**src/rtl/cnt_counter_pkg.sv**
```systemverilog
// Shared widths, value types and reset constant for the counter core and its users.
package cnt_counter_pkg;

   localparam int unsigned CNT_W   = 32;
   localparam int unsigned PRESC_W = 8;

   typedef logic [CNT_W-1:0]   cnt_val_t;
   typedef logic [PRESC_W-1:0] presc_t;

   localparam cnt_val_t CNT_RST_VAL = '0;

endpackage : cnt_counter_pkg

```
**src/rtl/cnt_counter_if.sv**
```systemverilog
// Control/status bundle between the counter register wrapper (master) and the counter core (slave).
interface cnt_counter_if
   import cnt_counter_pkg::*;
#(
   parameter int unsigned CntWidth   = CNT_W,
   parameter int unsigned PrescWidth = PRESC_W
);

   logic                  cnt_en_i;
   logic                  cnt_clr_i;
   logic [CntWidth-1:0]   cnt_thr_i;
   logic [PrescWidth-1:0] presc_i;
   logic                  irq_en_i;
   logic [CntWidth-1:0]   cnt_val_o;
   logic                  cnt_tc_o;
   logic                  cnt_irq_o;

   modport master (
      output cnt_en_i, cnt_clr_i, cnt_thr_i, presc_i, irq_en_i,
      input  cnt_val_o, cnt_tc_o, cnt_irq_o
   );

   modport slave (
      input  cnt_en_i, cnt_clr_i, cnt_thr_i, presc_i, irq_en_i,
      output cnt_val_o, cnt_tc_o, cnt_irq_o
   );

endinterface : cnt_counter_if

```
**src/rtl/cnt_prescaler.sv**
```systemverilog
// Programmable prescaler: emits one tick every div_i+1 enabled cycles.
module cnt_prescaler
   import cnt_counter_pkg::*;
#(
   parameter int unsigned Width = PRESC_W
) (
   input  logic             clk_i,
   input  logic             rst_ni,
   input  logic             en_i,
   input  logic             clr_i,
   input  logic [Width-1:0] div_i,
   output logic             tick_o
);

   logic [Width-1:0] p_q;
   logic [Width-1:0] p_d;
   logic             reached;

   // >= rather than == so that lowering div_i never forces a full wrap of p.
   assign reached = (p_q >= div_i);
   assign tick_o  = en_i & ~clr_i & reached;

   always_comb begin
      // NOTE: p_d takes a default first so every path assigns it and no latch is inferred.
      p_d = p_q;
      if (clr_i) begin
         p_d = '0;
      end else if (en_i) begin
         p_d = reached ? '0 : p_q + 1'b1;
      end
   end

   // NOTE: asynchronous active-low reset; state registers use non-blocking assignments only.
   always_ff @(posedge clk_i or negedge rst_ni) begin
      if (!rst_ni) begin
         p_q <= '0;
      end else begin
         p_q <= p_d;
      end
   end

endmodule : cnt_prescaler

```
**src/rtl/cnt_counter_core.sv**
```systemverilog
// Prescaled wrap-at-threshold up-counter with terminal-count pulse and sticky interrupt.
module cnt_counter_core
   import cnt_counter_pkg::*;
#(
   parameter int unsigned CntWidth   = CNT_W,
   parameter int unsigned PrescWidth = PRESC_W
) (
   input  logic          clk_i,
   input  logic          rst_ni,
   cnt_counter_if.slave  bus
);

   logic [CntWidth-1:0] cnt_val_q;
   logic                cnt_tc_q;
   logic                cnt_irq_q;
   logic                tick;
   logic                wrap;

   cnt_prescaler #(
      .Width (PrescWidth)
   ) u_prescaler (
      .clk_i  (clk_i),
      .rst_ni (rst_ni),
      .en_i   (bus.cnt_en_i),
      .clr_i  (bus.cnt_clr_i),
      .div_i  (bus.presc_i),
      .tick_o (tick)
   );

   // Wrap test precedes the increment, so the count never overflows and a lowered
   // threshold forces a wrap on the very next tick.
   assign wrap = tick & (cnt_val_q >= bus.cnt_thr_i);

   always_ff @(posedge clk_i or negedge rst_ni) begin
      if (!rst_ni) begin
         cnt_val_q <= CntWidth'(CNT_RST_VAL);
         cnt_tc_q  <= 1'b0;
         cnt_irq_q <= 1'b0;
      end else if (bus.cnt_clr_i) begin
         cnt_val_q <= CntWidth'(CNT_RST_VAL);
         cnt_tc_q  <= 1'b0;
         cnt_irq_q <= 1'b0;
      end else begin
         cnt_tc_q <= wrap;
         if (wrap) begin
            cnt_val_q <= '0;
         end else if (tick) begin
            cnt_val_q <= cnt_val_q + 1'b1;
         end
         if (wrap && bus.irq_en_i) begin
            cnt_irq_q <= 1'b1;
         end
      end
   end

   assign bus.cnt_val_o = cnt_val_q;
   assign bus.cnt_tc_o  = cnt_tc_q;
   assign bus.cnt_irq_o = cnt_irq_q;

endmodule : cnt_counter_core

```
**src/flat_wrapper.sv**
```systemverilog
// flat-port wrapper written by rule: the top's interface ports become plain ports
module cnt_counter_core_flat import cnt_counter_pkg::*;
#(
   parameter int unsigned CntWidth   = CNT_W,
   parameter int unsigned PrescWidth = PRESC_W
)
  (clk_i, rst_ni, bus_cnt_en_i, bus_cnt_clr_i, bus_cnt_thr_i, bus_presc_i, bus_irq_en_i, bus_cnt_val_o, bus_cnt_tc_o, bus_cnt_irq_o);
  cnt_counter_if #(.CntWidth(CntWidth), .PrescWidth(PrescWidth)) bus_i ();
  input  logic clk_i;
  input  logic rst_ni;
  input wire logic [$bits(bus_i.cnt_en_i)-1:0] bus_cnt_en_i;
  input wire logic [$bits(bus_i.cnt_clr_i)-1:0] bus_cnt_clr_i;
  input wire logic [$bits(bus_i.cnt_thr_i)-1:0] bus_cnt_thr_i;
  input wire logic [$bits(bus_i.presc_i)-1:0] bus_presc_i;
  input wire logic [$bits(bus_i.irq_en_i)-1:0] bus_irq_en_i;
  output wire logic [$bits(bus_i.cnt_val_o)-1:0] bus_cnt_val_o;
  output wire logic [$bits(bus_i.cnt_tc_o)-1:0] bus_cnt_tc_o;
  output wire logic [$bits(bus_i.cnt_irq_o)-1:0] bus_cnt_irq_o;
  assign bus_i.cnt_en_i = bus_cnt_en_i;
  assign bus_i.cnt_clr_i = bus_cnt_clr_i;
  assign bus_i.cnt_thr_i = bus_cnt_thr_i;
  assign bus_i.presc_i = bus_presc_i;
  assign bus_i.irq_en_i = bus_irq_en_i;
  assign bus_cnt_val_o = bus_i.cnt_val_o;
  assign bus_cnt_tc_o = bus_i.cnt_tc_o;
  assign bus_cnt_irq_o = bus_i.cnt_irq_o;
  cnt_counter_core #(.CntWidth(CntWidth), .PrescWidth(PrescWidth)) u_core (.clk_i(clk_i), .rst_ni(rst_ni), .bus(bus_i));
endmodule
```
**config.mk**
```make
export PLATFORM = sky130hd
export DESIGN_NAME = cnt_counter_core_flat
export DESIGN_NICKNAME = d
export VERILOG_FILES = /design/src/rtl/cnt_counter_pkg.sv /design/src/rtl/cnt_counter_if.sv /design/src/rtl/cnt_prescaler.sv /design/src/rtl/cnt_counter_core.sv /design/src/flat_wrapper.sv
export SDC_FILE = /design/constraint.sdc
export NUM_CORES = 1
export LEC_CHECK = 0
export ABC_AREA = 1
export CORE_ASPECT_RATIO = 1.25
export CORE_UTILIZATION = 47
export CTS_CLUSTER_DIAMETER = 60
export DETAILED_ROUTE_END_ITERATION = 12
export PLACE_DENSITY = 0.78
export SETUP_SLACK_MARGIN = 0.3
export SLEW_MARGIN = 20
export SYNTH_ARGS = -nofsm -noshare
export SYNTH_HDL_FRONTEND = slang
export SYNTH_SLANG_ARGS = --single-unit
```
**constraint.sdc**
```tcl
create_clock -name clk_i -period 1.7 [get_ports clk_i]
set_input_delay 0.17 -clock clk_i [delete_from_list [all_inputs] [get_ports clk_i]]
set_output_delay 0.17 -clock clk_i [all_outputs]
set_load 0.05 [all_outputs]
```
==> results_dict.tcl, run 1 <==
set metrics [dict create \
    cts-buffers-inserted 5 \
    synth_cell_types 30 \
    worstMarginPinSlew_ns 0.504 \
    core.rowCount 35 \
    yosysWarnings 0 \
    post_dp_cell_area_um2 5280 \
    core_area_um2 7530 \
    p_leak_nw 2.86 \
    cp.arrival_ns 2.13 \
    die_area_um2 8280 \
    power.density_nw_per_um2 341 \
    root_buffer "clkbuf_8" \
    whs_ns 0.360 \
    grt_max_degree 25 \
    fin_tns_setup_ns -5.34 \
    post_drt_wl_per_cell_um 14.7 \
    nNetsFinal 787 \
    antenna_found_initial 0 \
    rr_worst_depth 14 \
    setup_violations 38 \
    violations "negative setup slack" \
    required_ns 1.93 \
    crit_chain "ha_1 > nand2_1 > nand2_1 > nand2_1 > nand2_1 > nand2_1 > nand2_1 > nand2_1 > nand2_1 > nand2_2 > nand2_4 > inv_8 > nand4_1 > nand2_1" \
    clock-sinks 42 \
    synth.largest_area_cell "dfrtp_1" \
    drtIter0Drc 264 \
    postSynthCellCount 547 \
    drv_slew 0 \
    path_buf_inv 1 \
    synth.avg_cell_area_um2 6.81 \
    drive_gt1_share_pct 39.2 \
    yosysSeqAreaShare_pct 28.2 \
    dr.pass1.iters 5 \
    vias 4246 \
    fmax_ghz 0.526 \
    syn_nets 634 \
    yosys_register_bits 42 \
    ant_nets 0 \
    status "finished, violations left" \
    grt_use_met2_pct 50.3 \
    async_flop_share_pct 100 \
    initial_core_util_pct 49.4 \
    clk_pin_slew_ns 0.08 \
    hold_class "in2async" \
    cp_top_family "simple AND/OR/NAND/NOR gates" \
    end_kind "flop" \
    worst-setup-path-type "reg2reg" \
    rsz0062_at_grt "yes" \
    grt_pass1_vias 4138 \
    fin_area_um2 6000 \
    period_minus_slack_ns 1.90 \
    clockBufferDepth 2 \
    finalWorstSetupSlack_ns -0.202 \
    crit_top_cell "nand2_1" \
    netlist.area_leader.share_pct 28.2 \
    reg2reg_to "u_core.bus.cnt_val_o[10]" \
    r2r-start "u_core.bus.cnt_val_o[1]" \
    synth_edf_count 0 \
    nFillCells 473 \
    slowest_delay_ns 0.42 \
    grt-busiest-layer "met2" \
    detailed_place_hpwl_um 8200 \
    grt_pass1_wl_um 17600 \
    drc_errors 0 \
    globalRouteMet3Util_pct 4.14 \
    ff_latch_area_um2 1090 \
    synthFlopType "dfrtp_1" \
    die_h_um 102 \
    clk_latency_ns 0.29 \
    use_met1_pct 30.2 \
    start_kind "flop" \
    worstSetupStartpoint "u_core.bus.cnt_val_o[1]" \
    cpMaxStageDelayCell "dfrtp_2" \
    cts_tree "done" \
    area_growth_pct 61.3 \
    max_cap_violations 0 \
    netlist_area_um2 3720 \
    drt_wl_total_um 11700 \
    die_w_um 81.6 \
    diodes 0 \
    finalPower_mw 2.05 \
    ir_worst_vdd_mv 0.324 \
    fin_crit_sh_pct 112 \
    crit_fanout 8 \
    grt_overflow 0 \
    multi_input_area_um2 2970 \
    rrSetupSlack_ns -0.20 \
    htreeDepth 2 \
    io_pins 79 \
    slew_headroom_pct 66.5 \
    fin_skew_ns 0.00430 \
    pre_cts_ws_ns -0.513 \
    grt_usage_pct 27.6 \
    hold_viol_final 0 \
    place_congestion 0.885 \
    viasPerCell 5.35 \
    ys_top_cells_by_area "dfrtp_1 (28%), nand2_1 (15%), ha_1 (14%), inv_1 (9.9%), nand3_1 (5.0%)" \
    portBuffers 78 \
]
layout by cell type, fill, tap and decap left out, types with 13 or more instances in the layout:
cell	synthesis	routed
a21oi_1	16	13
buf_4	1	97
clkdlybuf4s50_1	0	42
nor2_2	10	19
nor2_1	46	33
nor3_1	17	14
nand2_2	10	24
ha_1	42	14
ha_4	0	28
o21ai_1	10	13
inv_1	98	92
dfrtp_2	0	32
nand3_1	37	29
nand2_1	150	125
stage by stage:
step,instances,util (%)
4_1_cts,783,74.1
5_1_grt,793,79.7
3_5_place_dp,772,70.1
2_1_floorplan,547,-
3_3_place_gp,772,70.1
6_report,793,79.7
cells in the mapped netlist (4+ instances only):
cell,instances
nand2_1,150
inv_1,98
nor2_1,46
dfrtp_1,42
ha_1,42
nand3_1,37
nor3_1,17
a21oi_1,16
xor2_1,12
nand4_1,11
nand2_2,10
nor2_2,10
o21ai_1,10
o21ai_0,7
inv_2,4
nand3_2,4
nor3_2,4
final cells by class:
class	instances	area share (%)
multi-input combinational	397	49.4
timing repair buffer	152	22.5
tap	92	1.92
clock buffer	8	1.33
sequential	42	18.2
inverter	102	6.67
power by group:
group	leakage (nW)	total, mW	internal (mW)	switching, mW
sequential	0.532	1.01	1.00	0.00332
clock	0.0395	0.636	0.292	0.344
combinational	2.28	0.407	0.211	0.196
total	2.86	2.05	1.51	0.543
worst max path at each step:
stage / slack [ns] / to / cells past startpoint
final: -0.20 / u_core.bus.cnt_val_o[10] / 14
after global routing: -0.30 / u_core.bus.cnt_val_o[10] / 14
after CTS: -0.16 / u_core.bus.cnt_val_o[11] / 10
after detailed placement: -0.51 / u_core.bus.cnt_val_o[26] / 12
after global placement: -0.42 / u_core.bus.cnt_val_o[28] / 12
after floorplan: -0.13 / u_core.bus.cnt_val_o[11] / 13
cell families (layout without fill, tap and decap cells):
group	after synthesis	count (layout)	synth area share (%)
XOR/XNOR	15	15	3.53
flip-flops	42	42	28.2
AND/OR/NAND/NOR	297	298	36.2
AO/OA/AOI/OAI	42	42	6.18
buffers and inverters	109	262	11.8
adder cells (fa/ha/maj)	42	42	14.1
worst register-to-register path, stage by stage (launching register included):
cell and delay (ns):
dfrtp_2 0.42, ha_1 0.33, nand2_1 0.09, nand2_1 0.06
nand2_1 0.05, nand2_1 0.04, nand2_1 0.05, nand2_1 0.07
nand2_1 0.07, nand2_1 0.06, nand2_2 0.09, nand2_4 0.11
inv_8 0.12, nand4_1 0.15, nand2_1 0.12
repair_timing:
| item | 4_1_cts | 5_1_grt |
|---|---|---|
| gates cloned | 1 | 3 |
| pin swaps | 19 | 37 |
| setup endpoints to repair | 43 | 42 |
| hold buffers | 1 | 0 |
| endpoints found under the hold margin | 18 | 0 |
| gates resized for setup | 42 | 67 |
| buffers inserted | 1 | 7 |
state kept, by name, summed over array words and instances, names as in the netlist:
name and flops:
u_core.bus.cnt_val_o 32, u_core.bus.cnt_irq_o 1, u_core.u_prescaler.p_q 8, u_core.bus.cnt_tc_o 1
per-layer routing:
layer,wire length (µm),share of wire (%),vias up
li1,-,-,2042
met1,4460,38,1959
met2,6030,52,192
met3,612,5.3,53
met4,560,4.8,0
met5,0,0,-
Power figures use the tool's default switching activity.
==> inputs of run 2 (changes only) <==
--- a/config.mk
+++ b/config.mk
@@ -6,6 +6,7 @@
 export NUM_CORES = 1
 export LEC_CHECK = 0
 export ABC_AREA = 1
+export ABC_CLOCK_PERIOD_IN_PS = 1700
 export CORE_ASPECT_RATIO = 1.25
 export CORE_UTILIZATION = 47
 export CTS_CLUSTER_DIAMETER = 60
==> results of run 2 <==
The final DEF is identical to that of run 1; final timing and power are the same.
==> inputs of run 3 (changes only) <==
--- a/config.mk
+++ b/config.mk
@@ -11,6 +11,7 @@
 export CORE_UTILIZATION = 47
 export CTS_CLUSTER_DIAMETER = 60
 export DETAILED_ROUTE_END_ITERATION = 12
+export GPL_ROUTABILITY_DRIVEN = 0
 export PLACE_DENSITY = 0.78
 export SETUP_SLACK_MARGIN = 0.3
 export SLEW_MARGIN = 20
==> results of run 3 <==
The final DEF is identical to that of run 1; final timing and power are the same.
